==> config.mk <==
export PLATFORM = sky130hd
export DESIGN_NAME = keypad_scanner
export DESIGN_NICKNAME = d
export VERILOG_FILES = /design/src/rtl/keypad_scanner.sv
export SDC_FILE = /design/constraint.sdc
export NUM_CORES = 1
export LEC_CHECK = 0
export BUFFER_PORTS_ARGS = -buffer_cell sky130_fd_sc_hd__buf_2
export CAP_MARGIN = 30
export CORE_ASPECT_RATIO = 2
export CORE_MARGIN = 3
export CORE_UTILIZATION = 35
export DETAILED_ROUTE_END_ITERATION = 12
export HOLD_SLACK_MARGIN = 0.1
export PLACE_DENSITY = 0.57
export SLEW_MARGIN = 20
export SYNTH_ARGS = -nofsm -noshare
export SYNTH_HDL_FRONTEND = slang
export SYNTH_SLANG_ARGS = --single-unit
==> constraint.sdc <==
create_clock -name clk -period 3.7 [get_ports clk]
set_input_delay 0.37 -clock clk [delete_from_list [all_inputs] [get_ports clk]]
set_output_delay 0.37 -clock clk [all_outputs]
set_load 0.03 [all_outputs]
==> src/rtl/keypad_scanner.sv <==
// keypad_scanner: scans a 4x4 active-low matrix keypad one column at a time.
// It synchronizes the rows, picks one candidate key per full scan, debounces
// that candidate over consecutive scans, and then commits a registered hex
// key code together with a valid level and a one-cycle press pulse.
module keypad_scanner #(
    parameter int SCAN_TICKS     = 1000,
    parameter int DEBOUNCE_SCANS = 4
) (
    input  logic       clk,
    input  logic       rst,
    input  logic [3:0] row,
    output logic [3:0] col,
    output logic [3:0] key_code,
    output logic       key_valid,
    output logic       key_press
);

    localparam int TICK_W = (SCAN_TICKS > 1) ? $clog2(SCAN_TICKS) : 1;
    localparam int STAB_W = $clog2(DEBOUNCE_SCANS + 1);
    localparam logic [TICK_W-1:0] LAST_TICK = TICK_W'(SCAN_TICKS - 1);
    localparam logic [STAB_W-1:0] STAB_MAX  = STAB_W'(DEBOUNCE_SCANS);

    typedef enum logic [1:0] {
        COL0 = 2'd0,
        COL1 = 2'd1,
        COL2 = 2'd2,
        COL3 = 2'd3
    } col_state_t;

    // Column scan state and dwell counter
    col_state_t        state_q, state_d;
    logic [TICK_W-1:0] tick_q, tick_d;

    // Row synchronizer
    logic [3:0] row_meta_q, row_sync_q;

    // Candidate accumulated over the current scan
    logic       scan_hit_q, scan_hit_d;
    logic [3:0] scan_code_q, scan_code_d;

    // Previous scan's candidate and how many scans it has repeated
    logic              cand_hit_q, cand_hit_d;
    logic [3:0]        cand_code_q, cand_code_d;
    logic [STAB_W-1:0] stable_q, stable_d;

    // Committed outputs
    logic       key_valid_q, key_valid_d;
    logic [3:0] key_code_q, key_code_d;
    logic       key_press_q, key_press_d;

    // Per-cycle decode signals
    logic       sample;
    logic       end_of_scan;
    logic       col_hit;
    logic [3:0] col_code;
    logic       now_hit;
    logic [3:0] now_code;
    logic       commit;

    // Saturating increment of the stable-scan count.
    function automatic logic [STAB_W-1:0] sat_inc(input logic [STAB_W-1:0] v);
        logic [STAB_W-1:0] r;
        if (v >= STAB_MAX) begin
            r = STAB_MAX;
        end else begin
            r = v + STAB_W'(1);
        end
        return r;
    endfunction

    // Index of the topmost low row; only meaningful when some row is low.
    function automatic logic [1:0] first_low_row(input logic [3:0] rows);
        logic [1:0] r;
        if (!rows[0]) begin
            r = 2'd0;
        end else if (!rows[1]) begin
            r = 2'd1;
        end else if (!rows[2]) begin
            r = 2'd2;
        end else begin
            r = 2'd3;
        end
        return r;
    endfunction

    // Physical key position (row, column) to the hex code printed on the key.
    function automatic logic [3:0] key_lookup(input logic [1:0] r, input logic [1:0] c);
        logic [3:0] k;
        case ({r, c})
            4'b00_00: k = 4'h1;
            4'b00_01: k = 4'h2;
            4'b00_10: k = 4'h3;
            4'b00_11: k = 4'hA;
            4'b01_00: k = 4'h4;
            4'b01_01: k = 4'h5;
            4'b01_10: k = 4'h6;
            4'b01_11: k = 4'hB;
            4'b10_00: k = 4'h7;
            4'b10_01: k = 4'h8;
            4'b10_10: k = 4'h9;
            4'b10_11: k = 4'hC;
            4'b11_00: k = 4'h0;
            4'b11_01: k = 4'hF;
            4'b11_10: k = 4'hE;
            default:  k = 4'hD;
        endcase
        return k;
    endfunction

    // Two-flop synchronizer for the asynchronous rows; resets to the idle level.
    always_ff @(posedge clk or posedge rst) begin
        if (rst) begin
            row_meta_q <= 4'hF;
            row_sync_q <= 4'hF;
        end else begin
            row_meta_q <= row;
            row_sync_q <= row_meta_q;
        end
    end

    // Column state register and dwell counter.
    always_ff @(posedge clk or posedge rst) begin
        if (rst) begin
            state_q <= COL0;
            tick_q  <= '0;
        end else begin
            state_q <= state_d;
            tick_q  <= tick_d;
        end
    end

    // Column next-state: advance one column after each full dwell.
    always_comb begin
        sample  = (tick_q == LAST_TICK);
        state_d = state_q;
        tick_d  = tick_q + TICK_W'(1);
        if (sample) begin
            tick_d = '0;
            case (state_q)
                COL0:    state_d = COL1;
                COL1:    state_d = COL2;
                COL2:    state_d = COL3;
                default: state_d = COL0;
            endcase
        end
        end_of_scan = sample && (state_q == COL3);
    end

    // Drive exactly one column low, selected by the scan state.
    always_comb begin
        col = ~(4'b0001 << state_q);
    end

    // Candidate selection: the first key found in a scan wins (left column,
    // then top row); later columns cannot displace it.
    always_comb begin
        col_hit     = ~&row_sync_q;
        col_code    = key_lookup(first_low_row(row_sync_q), state_q);
        now_hit     = scan_hit_q;
        now_code    = scan_code_q;
        if (!scan_hit_q && col_hit) begin
            now_hit  = 1'b1;
            now_code = col_code;
        end
        scan_hit_d  = scan_hit_q;
        scan_code_d = scan_code_q;
        if (sample) begin
            if (end_of_scan) begin
                scan_hit_d  = 1'b0;
                scan_code_d = 4'h0;
            end else begin
                scan_hit_d  = now_hit;
                scan_code_d = now_code;
            end
        end
    end

    // Debounce: count consecutive identical scan candidates; any change restarts.
    always_comb begin
        cand_hit_d  = cand_hit_q;
        cand_code_d = cand_code_q;
        stable_d    = stable_q;
        if (end_of_scan) begin
            if ((now_hit == cand_hit_q) && (now_code == cand_code_q)) begin
                stable_d = sat_inc(stable_q);
            end else begin
                stable_d    = STAB_W'(1);
                cand_hit_d  = now_hit;
                cand_code_d = now_code;
            end
        end
        commit = end_of_scan && (stable_d == STAB_MAX);
    end

    // Commit logic: outputs change only when a candidate has been stable long
    // enough; press fires only for a newly held or different key.
    always_comb begin
        key_valid_d = key_valid_q;
        key_code_d  = key_code_q;
        key_press_d = 1'b0;
        if (commit) begin
            key_valid_d = now_hit;
            key_code_d  = now_hit ? now_code : 4'h0;
            key_press_d = now_hit && (!key_valid_q || (now_code != key_code_q));
        end
    end

    // Scan, debounce and output registers.
    always_ff @(posedge clk or posedge rst) begin
        if (rst) begin
            scan_hit_q  <= 1'b0;
            scan_code_q <= 4'h0;
            cand_hit_q  <= 1'b0;
            cand_code_q <= 4'h0;
            stable_q    <= '0;
            key_valid_q <= 1'b0;
            key_code_q  <= 4'h0;
            key_press_q <= 1'b0;
        end else begin
            scan_hit_q  <= scan_hit_d;
            scan_code_q <= scan_code_d;
            cand_hit_q  <= cand_hit_d;
            cand_code_q <= cand_code_d;
            stable_q    <= stable_d;
            key_valid_q <= key_valid_d;
            key_code_q  <= key_code_d;
            key_press_q <= key_press_d;
        end
    end

    assign key_valid = key_valid_q;
    assign key_code  = key_code_q;
    assign key_press = key_press_q;

endmodule
==> results, run 1 <==
- The flow ran to the end, and the final reports show no timing, DRC or antenna violations.
- After clock tree synthesis, the clock-pin slew on the worst setup and hold paths is approximately 0.06 ns.
- The slew at the pin closest to its max-slew limit is 0.497 ns.
- The first detailed-routing pass ran for 4 iterations.
- The power density over the cells is a little under 400 mW/mm^2.
- Walking the worst path, the cells encountered are inv_1 -> ha_1 -> mux2i_1 -> a221oi_4 -> xor2_1 -> o31ai_2 -> and3_1 -> mux2_4.
- When the netlist entered floorplanning its net count stood at 220.
- STA classifies the critical path startpoint as a flip-flop.
- After detailed routing, the number of vias per cell comes to 5.23.
- The maximum vdd drop is 288 uV.
- The clock period minus worst slack is 2.64 ns.
- Routed signal wires occupy layers up through met4.
- The reported max-cap violation count is 0.
- Measured against its own limit, the worst slew margin works out to about two thirds.
- The area of the die is approximately 0.0071 sq mm.
- The count of synthesis-stage warnings from yosys is 0.
- The number of design-rule violations left by the first detailed-router iteration is 25.
- The area growth from synthesis to layout is 13.2%.
- The number of H-tree levels is 2.
- Summed over all layers, the routed wires come to between 4 and 5 mm.
- For this design the top-level I/O count stands at 16.
- The synthesized design spends more area on one cell type than any other, namely dfrtp_1.
- For the final routed database, the setup TNS stands at 0 ns.
- Setup violations remaining at the end of the flow were counted as 0.
- In this run, post-CTS repair resized a total of 0 instances.
- The final estimated routing congestion in global placement is 0.855.
- The family of cells with the greatest summed delay on the critical path is compound AO/OA/AOI/OAI gates.
- The filler cells instantiated in the layout total between 500 and 600.
- The via count of the first global-routing pass is 1490.
- The number of clock sinks seen by CTS is 39.
- The biggest fanout along the worst timing path is 5.
- The number of max-slew violations in the final report is 0.
- The reported leakage power is about 1.1 nW.
- The count of state elements after synthesis is 39.
- The start point of the worst hold path is row[3].
- Entering global routing, the biggest net connects 40 pins.
- The root buffer selected by CTS is clkbuf_16.
- The initial antenna violation count is 0.
- STA puts the critical path data required time at approximately 3.9 ns.
- Wire segments on met3 add up to 102 um in the final route.
- TritonCTS built the clock tree.
- The diode insertion count for antenna repair is 0.
- The worst hold endpoint is row_meta_q[3]$_DFF_PP1_.
- In this run the horizontal extent of the chip is roughly 61 um.
- The register-to-register path setup slack is roughly 1.1 ns.
- Of all flip-flops after synthesis, the portion carrying an async set or reset was between 90% and 100%.
- The residual antenna-violating net count after detailed routing is 0.
- After detailed placement, the design holds a cell count of 277.
- The clock reaches the later pin of the worst-skew pair after ~0.28 ns.
- Together, buffers and inverters on the worst path number 1.
- The number of instances in the synthesized netlist is between 200 and 250.
- The worst stage delay on the critical path is a little over 0.4 ns.
- For this block, the via count after detailed routing is about 1.5k.
- On the critical path, the stage with the largest delay is an instance of dfrtp_1.
- Data on the critical path arrives at its endpoint at 2.80 ns.
- The synthesized area divided by synthesized cell count is about 10 sq um.
- Counting instances, the worst hold path has a depth of 1.
- The buffer count from post-CTS setup fixing is 0.
- The worst reg2reg path startpoint is state_q[0]$_DFFE_PP0N_.
- The sequential area share after synthesis is between 40% and 50%.
- The share of the cycle needed by the critical path after routing is between 70 and 80%.
- In the post-synthesis netlist, the biggest area contributors are dfrtp_1, dfstp_2, ha_1.
- The worst setup path is captured at a flip-flop.
- Setup repair after global routing left no endpoint under its margin.
- The number of buffers inserted during clock tree synthesis is 5.
- The depth of the worst register-to-register path is 8.
- The floorplan has 39 rows.
- The synthesized netlist contains 46 unique library cells.
- The first global-routing pass estimated between 6 and 7 mm of wire.
- The highest attainable clock frequency is 0.379 GHz.
- The clock passes through at most 2 buffers.
- The share of synthesized area in the top cell type comes to a little over a third.
- In the final routing, the length of wire on met1 measures 1.60 mm.
- The number of cells in the finished layout apart from fillers is around 290.
- For this run the aggregate overflow at the end of global routing stands at 0.
- The setup skew after layout is 0.00626 ns.
- The hold violation total from the final report came to 0.
- The number of DRC violations after detailed routing is 0.
- The destination of the worst register-to-register timing path is key_code[3]$_DFFE_PP0P_.
- After floorplanning, the core was sized to cover 0.00581 sq mm.
- The routed wire length per instance is 14.9 um.
- Input and output buffers added on the ports amount to 15.
- Detailed routing placed a total of around 2.4 mm of wire on met2.
- The die outline height is between 100 and 150 um.
- The category of the most critical setup path is reg -> reg.
- The net count reported at finish is around 240.
- The number of hold buffers added after CTS is 0.
- For this run, the leading register cell type out of synthesis is dfrtp_1.
- Summing every instance area after synthesis gives around 0.0021 sq mm.
- The initial utilization of the core area, before any placement, comes to a little under two fifths.
- The share of cells above drive strength 1 is a little over a fifth.
- The overall fraction of global-route tracks in use is 13.5%.
- The path class of the lowest-slack min-delay path is in -> reg.
- The number of enable flip-flop cells after synthesis is 0.
- The HPWL after detailed placement is ~3.3 mm.
==> kinds of logic after synthesis <==
logic type / after synthesis / synth area share (%)
AOI/OAI and AO/OA: 40 / 13.8
DFF: 39 / 46.2
adders and majority gates: 9 / 5.28
xor gates and xnor gates: 18 / 7.39
buffers and inverters: 22 / 4.93
and+or+nand+nor: 67 / 16.7
muxes: 10 / 5.75
==> per-layer routing <==
metal / GRT usage [%] / vias up
li1: - / 737
met1: 14.1 / 714
met2: 23.8 / 26
met3: 2.43 / 13
met4: 7.96 / 0
met5: 0 / -
==> worst register-to-register path, delay by kind of cell, from the launching register on <==
| kind | cells | cell delay (ns) |
|---|---|---|
| adders and majority gates | 1 | 0.35 |
| and+or+nand+nor | 1 | 0.40 |
| buffers and inverters | 1 | 0.14 |
| DFF | 1 | 0.41 |
| muxes | 2 | 0.45 |
| AOI/OAI and AO/OA | 2 | 0.65 |
| xor gates and xnor gates | 1 | 0.12 |
==> per-stage QoR <==
step	worst slack, ns	hold slack, ns	util, %	power [mW]	area [sq um]
after floorplan	1.35	0.345	-	0.483	2130
after global placement	1.16	0.346	38.8	0.493	2250
after detailed placement	1.07	0.347	38.8	0.493	2250
after CTS	1.05	0.178	41.6	0.948	2410
after global routing	0.876	0.174	41.6	0.972	2410
final	1.06	0.184	41.6	0.933	2410
==> worst max path at each step <==
stage                            from                 endpoint  slack, ns  cells past startpoint
2_1_floorplan  state_q[0]$_DFFE_PP0N_  key_code[0]$_DFFE_PP0P_       1.35                      9
3_3_place_gp   state_q[0]$_DFFE_PP0N_  key_code[0]$_DFFE_PP0P_       1.16                      8
3_5_place_dp   state_q[0]$_DFFE_PP0N_  key_code[1]$_DFFE_PP0P_       1.07                      8
4_1_cts        state_q[0]$_DFFE_PP0N_  key_code[3]$_DFFE_PP0P_       1.05                      8
5_1_grt        state_q[0]$_DFFE_PP0N_  key_code[3]$_DFFE_PP0P_       0.88                      8
6_report       state_q[0]$_DFFE_PP0N_  key_code[3]$_DFFE_PP0P_       1.06                      8
==> state kept, by name (all words and copies together), names as in the netlist, 2 cells and up <==
signal,flops
row_sync_q,4
key_code,4
state_q,2
row_meta_q,4
scan_code_q,4
tick_q,10
cand_code_q,4
stable_q,3
==> Yosys cell counts, drive strengths merged, types with 2 or more instances <==
| cell type | number |
|---|---|
| dfrtp | 31 |
| nand2 | 21 |
| nor2 | 20 |
| inv | 16 |
| o21ai | 11 |
| xnor2 | 11 |
| ha | 9 |
| a21oi | 8 |
| dfstp | 8 |
| nand3 | 8 |
| xor2 | 7 |
| mux2 | 6 |
| buf | 4 |
| mux2i | 4 |
| o211ai | 4 |
| a31oi | 3 |
| a22o | 2 |
| a41oi | 2 |
| and2b | 2 |
| and3 | 2 |
| clkbuf | 2 |
| nand2b | 2 |
| nand4 | 2 |
| nor2b | 2 |
| nor3 | 2 |
| nor4 | 2 |
| o31ai | 2 |
==> power breakdown <==
part,switching (mW),total [mW],internal (mW)
sequential,0.00705,0.442,0.435
combinational,0.0258,0.0424,0.0166
clock,0.162,0.448,0.286
==> layout by cell type (no fill, tap or decap), types with 2 or more instances in the layout <==
cell type / Yosys / layout
o211ai_1: 4 / 4
dfrtp_1: 31 / 31
buf_4: 2 / 2
buf_2: 0 / 15
o21ai_0: 11 / 11
xor2_1: 7 / 7
nand2_1: 21 / 21
a31oi_1: 3 / 3
dfstp_2: 8 / 8
nor2b_1: 2 / 2
and2b_1: 2 / 2
and3_1: 2 / 2
clkbuf_8: 0 / 2
nor2_1: 19 / 19
mux2_2: 2 / 2
a21oi_1: 8 / 8
nand2b_1: 2 / 2
mux2_4: 4 / 4
ha_1: 9 / 9
inv_1: 16 / 16
nand3_1: 8 / 8
xnor2_1: 11 / 11
nor3_1: 2 / 2
mux2i_1: 4 / 4
clkbuf_16: 0 / 5
a22o_1: 2 / 2
==> layout make-up <==
cell class	instances	area, sq um	area share (%)
Clock buffer	7	153	6.32
Clock inverter	1	7.51	0.311
Inverter	16	60.1	2.49
Multi-Input combinational cell	144	1040	43.2
Sequential cell	39	986	40.8
Tap cell	61	76.3	3.16
Timing Repair Buffer	17	90.1	3.73
No activity file was read; power rests on OpenSTA's default activity.
==> run 2: changes to the inputs <==
==> constraint.sdc (replaced) <==
create_clock -name clk -period 2.6 [get_ports clk]
set_input_delay 0.26 -clock clk [delete_from_list [all_inputs] [get_ports clk]]
set_output_delay 0.26 -clock clk [all_outputs]
set_load 0.03 [all_outputs]
==> results, run 2 (same netlist as run 1, synthesis figures left out) <==
- The flow ran to the end, and the final reports show no timing, DRC or antenna violations.
- The count of final setup violators was 0 (unchanged).
- The worst path required time is 2.76 ns (-1.10 ns).
- The final estimated routing congestion in global placement is 0.854 (about the same).
- The root buffer selected by CTS is clkbuf_16.
- The via count of the first global-routing pass is 1498 (+0.54%).
- The maximum vdd drop is 441 uV (+53%).
- The worst slew margin relative to its limit was 67.6% (+0.73 points).
- The setup skew after layout is 0.00625 ns (-0.00000219 ns).
- The number of cells in the finished layout apart from fillers is 299 (+4.9%).
- The number of buffers inserted during clock tree synthesis is 5 (unchanged).
- The type of destination of the critical path is a flip-flop.
- The share of the cycle needed by the critical path after routing came to 91.9% (+21 points).
- The register-to-register path setup slack was 0.21 ns (-0.85 ns).
- The critical path goes through inv_1 -> ha_1 -> mux2i_1 -> a41oi_1 -> o211ai_1 -> o31ai_2 -> and3_2 -> mux2_4.
- The total stage count of the critical path was 8 (unchanged).
- The slew at the pin closest to its max-slew limit was 0.486 ns (-0.0110 ns).
- The register with the most flip-flops in the final layout is tick_q.
- The initial antenna violation count is 0 (unchanged).
- The number of max-slew violations in the final report came to 0 (unchanged).
- The horizontal die dimension is 61.2 um (unchanged).
- The diode insertion count for antenna repair is 0 (unchanged).
- The destination of the worst register-to-register timing path is key_code[3]$_DFFE_PP0P_.
- The final routed wirelength across all metal layers was 4.36 mm (+2.6%).
- The global-route wire length before repair is 7.22 mm (+3.6%).
- The startpoint kind of the worst setup timing path is a flip-flop.
- The met3 usage is 3.10% (+0.66 points).
- The clock period minus worst slack is 2.39 ns (-0.250 ns).
- The biggest fanout along the worst timing path is 5 (unchanged).
- The path class of the lowest-slack min-delay path is in -> async.
- The routed wire length per instance is 14.6 um (-2.2%).
- The power after layout came to 1.41 mW (+51%).
- The layout overhead on the synthesized area is 19.5%.
- The hold violation total from the final report came to 0 (unchanged).
- The count of standard-cell rows is 39 (unchanged).
- The reported max-cap violation count came to 0 (unchanged).
- The filler cell count is 553 (-2.3%).
- The flip-flop count of the largest register after layout is 10 (unchanged).
- The count of input and output buffers was 15 (unchanged).
- The effective utilization at floorplan is 36.7% (unchanged).
- The clock latency reported for the late side of the worst-skew pair was 0.28 ns (about the same).
- The total core area came to 0.00581 sq mm (unchanged).
- On the critical path the largest part of the delay comes from compound AO/OA/AOI/OAI gates.
- The vias per cell came to 5.19 (-0.72%).
- The via total after detailed routing is 1552 (+4.2%).
- Setup repair after global routing left no endpoint under its margin.
- The pin count of the biggest net entering global routing was 40 (unchanged).
- The endpoint arrival time on the critical path came to 2.55 ns (-0.25 ns).
- The total grt overflow is 0 (unchanged).
- The residual antenna-violating net count after detailed routing is 0 (unchanged).
- The library cell used most frequently in the layout, excluding fill and tap cells, is dfrtp_1.
- The number of H-tree levels was 2 (unchanged).
- The global routing's busiest layer is met2.
- In the layout the commonest cells are dfrtp_1, nand2_1, nor2_1, inv_1, buf_2.
- The net count reported at finish came to 252 (+5.9%).
- The clock transition at the registers of the reported paths is 0.06 ns (about the same).
- The worst stage delay on the critical path came to 0.37 ns (-0.04 ns).
- The launch point of the critical path is state_q[0]$_DFFE_PP0N_.
- The power density over the cells is 553 mW/mm^2 (+43%).
- The category of the most critical setup path is reg -> reg.
- The reported leakage power came to 1.14 nW (+7.2%).
- The final-layout worst hold slack was 0.0813 ns (-0.102 ns).
- The number of DRC violations after detailed routing is 0 (unchanged).
- The global routing usage on met2 is 26.9% (+3.0 points).
- The buffer levels on the longest clock path is 2 (unchanged).
- The CTS tree is built.
- The worst reg2reg path startpoint is state_q[0]$_DFFE_PP0N_.
- The total I/O pin count is 16 (unchanged).
- The number of clock sinks seen by CTS is 39 (unchanged).
- The half-perimeter wire length of the detailed placement result is 3.40 mm (+3.5%).
- The total iterations of the first detailed-routing run is 4 (unchanged).
- The share of cells above drive strength 1 was 24.8% (+3.8 points).
- The highest attainable clock frequency is 0.419 GHz (+10%).
- The met1 routing resource usage after global routing is 13.3% (-0.71 points).
- The slowest stage of the critical path is the dfrtp_1 cell.
- The number of buffer and inverter stages on the critical path is 1 (unchanged).
- The die outline height is 116 um (unchanged).
- The timing endpoint of the critical path is key_code[3]$_DFFE_PP0P_.
- The overall fraction of global-route tracks in use was 14.3% (+0.81 points).
- The instance count after placement with tap cells included is 287 (+3.6%).
- The depth of the worst register-to-register path is 8 (unchanged).
- The area of the die is 0.00712 sq mm (unchanged).
- The setup TNS is 0 ns (unchanged).
- The number of design-rule violations left by the first detailed-router iteration is 18 (-28%).
## run 2: per-layer routing
layer | share of wire (%) | vias to the layer above
met5 | 0 | -
met4 | 3.0 | 0
met3 | 2.3 | 8
met2 | 59 | 23
met1 | 36 | 751
li1 | - | 770
## run 2: timing repair
item,4_1_cts,5_1_grt
setup buffers,0,0
endpoints found under the hold margin,4,0
gates resized for setup,0,2
endpoints found under the setup margin,0,6
hold buffers,4,0
## run 2: final cells by class
cell class / count / area, sq um / area share [%]
repair buffers: 31 / 205 / 8.05
clock buffers: 6 / 139 / 5.45
well taps: 61 / 76.3 / 2.99
multi-input cells: 144 / 1050 / 41.1
flip-flops and latches: 39 / 986 / 38.7
clock inverters: 2 / 35.0 / 1.37
inverters: 16 / 60.1 / 2.36
## run 2: how the worst min path moves through the flow
stage	end	depth (start not counted)
CTS	scan_code_q[1]$_DFFE_PP0N_	3
global placement	row_sync_q[1]$_DFF_PP1_	0
detailed placement	row_sync_q[0]$_DFF_PP1_	0
floorplan	row_meta_q[0]$_DFF_PP1_	0
finish	cand_code_q[1]$_DFFE_PP0P_	3
global route	cand_code_q[1]$_DFFE_PP0P_	3
## run 2: worst reg2reg max path, cell delays in order, from the launching register on
cell	delay, ns
dfrtp_1	0.37
inv_1	0.15
ha_1	0.26
mux2i_1	0.16
a41oi_1	0.25
o211ai_1	0.14
o31ai_2	0.30
and3_2	0.33
mux2_4	0.31
## run 2: metrics by stage
stage,area (sq um),utilization (%),setup slack [ns]
after global placement,2330,40.1,0.127
after CTS,2540,43.8,0.109
after detailed placement,2330,40.1,0.126
after global routing,2550,43.9,0.00682
after floorplan,2130,-,0.246
final,2550,43.9,0.211
## run 2: report_power, final
part / internal, mW / leakage, nW / switching [mW]
registers: 0.619 / 0.503 / 0.00852
logic: 0.0328 / 0.545 / 0.0410
clock network: 0.477 / 0.0868 / 0.232
total: 1.13 / 1.14 / 0.281
==> run 3: changes to the inputs <==
--- a/config.mk
+++ b/config.mk
@@ -12,7 +12,6 @@
 export CORE_UTILIZATION = 35
 export DETAILED_ROUTE_END_ITERATION = 12
 export HOLD_SLACK_MARGIN = 0.1
-export PLACE_DENSITY = 0.57
 export SLEW_MARGIN = 20
 export SYNTH_ARGS = -nofsm -noshare
 export SYNTH_HDL_FRONTEND = slang
==> results, run 3 (same netlist as run 1, synthesis figures left out) <==
- The number of design-rule violations left by the first detailed-router iteration was 18 (unchanged).
- The effective utilization at floorplan is 36.7% (unchanged).
- The diode insertion count for antenna repair is 0 (unchanged).
- The startpoint kind of the worst setup timing path is a flip-flop.
- The number of buffers inserted during clock tree synthesis was 5 (unchanged).
- The register-to-register path setup slack was 0.18 ns (-0.03 ns).
- The total core area is 0.00581 sq mm (unchanged).
- The total iterations of the first detailed-routing run is 4 (unchanged).
- Ranked by flip-flop count, first place goes to tick_q.
- The reported leakage power is 1.13 nW (-0.27%).
- The count of standard-cell rows is 39 (unchanged).
- The number of max-slew violations in the final report is 0 (unchanged).
- The buffer count from post-CTS setup fixing is 0 (unchanged).
- The final-layout worst hold slack was 0.0779 ns (-0.00340 ns).
- In this run the worst setup path begins at state_q[0]$_DFFE_PP0N_.
- The number of H-tree levels is 2 (unchanged).
- The horizontal die dimension is 61.2 um (unchanged).
- The root buffer selected by CTS is clkbuf_16.
- The endpoint arrival time on the critical path was 2.59 ns (+0.04 ns).
- The hold violation total from the final report is 0 (unchanged).
- The total cell area at the placement stage is 0.00232 sq mm (-0.32%).
- The run finished with clean final reports.
- The maximum vdd drop is 502 uV (+14%).
- The flip-flop count of the largest register after layout was 10 (unchanged).
- The number of DRC violations after detailed routing is 0 (unchanged).
- Setup repair after global routing left no endpoint under its margin.
- The net count reported at finish was 251 (-0.40%).
- The via count of the first global-routing pass is 1656 (+11%).
- The power density over the cells is 558 mW/mm^2 (+0.83%).
- The half-perimeter wire length of the detailed placement result is 3.60 mm (+6.0%).
- TritonCTS built the clock tree.
- The vias per cell is 5.24 (+0.98%).
- The die outline height is 116 um (unchanged).
- The area occupied by multi-input gates is 0.00104 sq mm (-0.48%).
- The number of clock sinks seen by CTS came to 39 (unchanged).
- The final estimated routing congestion in global placement came to 0.849 (-0.56%).
- The number of cells in the finished layout apart from fillers is 298 (-0.33%).
- The worst reg2reg path startpoint is state_q[0]$_DFFE_PP0N_.
- The clock transition at the registers of the reported paths is 0.06 ns (about the same).
- The worst path required time is 2.77 ns (about the same).
- The finished layout cell area is 0.00254 sq mm (-0.49%).
- The initial antenna violation count is 0 (unchanged).
- The clock period minus worst slack came to 2.42 ns (+0.0286 ns).
- The residual antenna-violating net count after detailed routing came to 0 (unchanged).
- The global-route wire length before repair is 7.87 mm (+9.0%).
- The biggest fanout along the worst timing path is 5 (unchanged).
- The count of final setup violators is 0 (unchanged).
- The area of the die is 0.00712 sq mm (unchanged).
- The share of cells above drive strength 1 is 23.6% (-1.2 points).
- In the layout the commonest cells are dfrtp_1, nand2_1, nor2_1, inv_1, buf_2.
- The worst hold path belongs to the class in -> async.
- The count of input and output buffers came to 15 (unchanged).
- The routed wire length per instance came to 15.6 um (+7.0%).
- The via total after detailed routing came to 1562 (+0.64%).
- The reported max-cap violation count was 0 (unchanged).
- The setup path with the least slack is of type reg -> reg.
- The layout overhead on the synthesized area is 18.9%.
- The buffer levels on the longest clock path came to 2 (unchanged).
- The setup TNS is 0 ns (unchanged).
- The type of destination of the critical path is a flip-flop.
- The overall fraction of global-route tracks in use is 15.5% (+1.2 points).
- The filler cell count came to 551 (-0.36%).
- The clock latency reported for the late side of the worst-skew pair was 0.29 ns (about the same).
- The sequential cell area is 986 sq um (unchanged).
- The share of the cycle needed by the critical path after routing was 93.0% (+1.1 points).
- The highest attainable clock frequency is 0.414 GHz (-1.2%).
- The worst slew margin relative to its limit came to 66.7% (-0.95 points).
- The total I/O pin count was 16 (unchanged).
- The final routed wirelength across all metal layers is 4.66 mm (+6.7%).
- The power after layout is 1.41 mW (+0.33%).
- The depth of the worst register-to-register path is 9 (+1).
- The setup skew after layout is 0.00483 ns (-0.00142 ns).
- The endpoint identified for the worst register-to-register timing path is cand_code_q[2]$_DFFE_PP0P_.
- The most common library cell in the layout ignoring fill and taps is dfrtp_1.
- The instance count after placement with tap cells included is 286 (-0.35%).
- The pin count of the biggest net entering global routing was 40 (unchanged).
- The slew at the pin closest to its max-slew limit is 0.500 ns (+0.0143 ns).
- The total grt overflow is 0 (unchanged).
## run 3: what timing repair did
item	in CTS	in global routing
setup endpoints to repair	0	0
hold buffers	4	0
hold endpoints to repair	4	0
gates resized for setup	0	0
## run 3: how the worst max path moves through the flow
stage,end,depth (start not counted)
floorplan,key_code[0]$_DFFE_PP0P_,9
global placement,cand_code_q[3]$_DFFE_PP0P_,9
detailed placement,cand_code_q[3]$_DFFE_PP0P_,9
CTS,cand_code_q[2]$_DFFE_PP0P_,9
global route,key_code[2]$_DFFE_PP0P_,6
finish,cand_code_q[2]$_DFFE_PP0P_,9
## run 3: cell type report
class	count	area share, %
clock buffers	6	5.48
multi-input cells	144	41.1
well taps	61	3.01
inverters	16	2.37
flip-flops and latches	39	38.9
clock inverters	2	1.38
repair buffers	30	7.79
## run 3: routing by layer
layer,vias up,routed length (um),track usage [%]
li1,768,-,-
met1,753,1610,14.6
met2,25,2660,27.6
met3,16,133,3.65
met4,0,252,11.0
met5,-,0,0
## run 3: stage by stage
stage	worst slack (ns)	utilization, %
4_1_cts	0.174	43.7
3_3_place_gp	0.230	40.0
3_5_place_dp	0.181	40.0
6_report	0.182	43.7
5_1_grt	0.0497	43.7
2_1_floorplan	0.246	-
## run 3: worst max-delay path: stages, from the launching register on
cell      delay, ns
dfrtp_1        0.34
inv_1          0.10
ha_1           0.33
mux2i_1        0.12
a221oi_4       0.33
xor2_1         0.21
o31ai_2        0.09
buf_4          0.17
a21oi_1        0.26
mux2_2         0.37
## run 3: where the power goes
part / leakage (nW) / switching [mW] / internal [mW] / total, mW
Combinational: 0.542 / 0.0418 / 0.0323 / 0.0741
Clock: 0.0868 / 0.235 / 0.476 / 0.711
Sequential: 0.503 / 0.00992 / 0.619 / 0.629
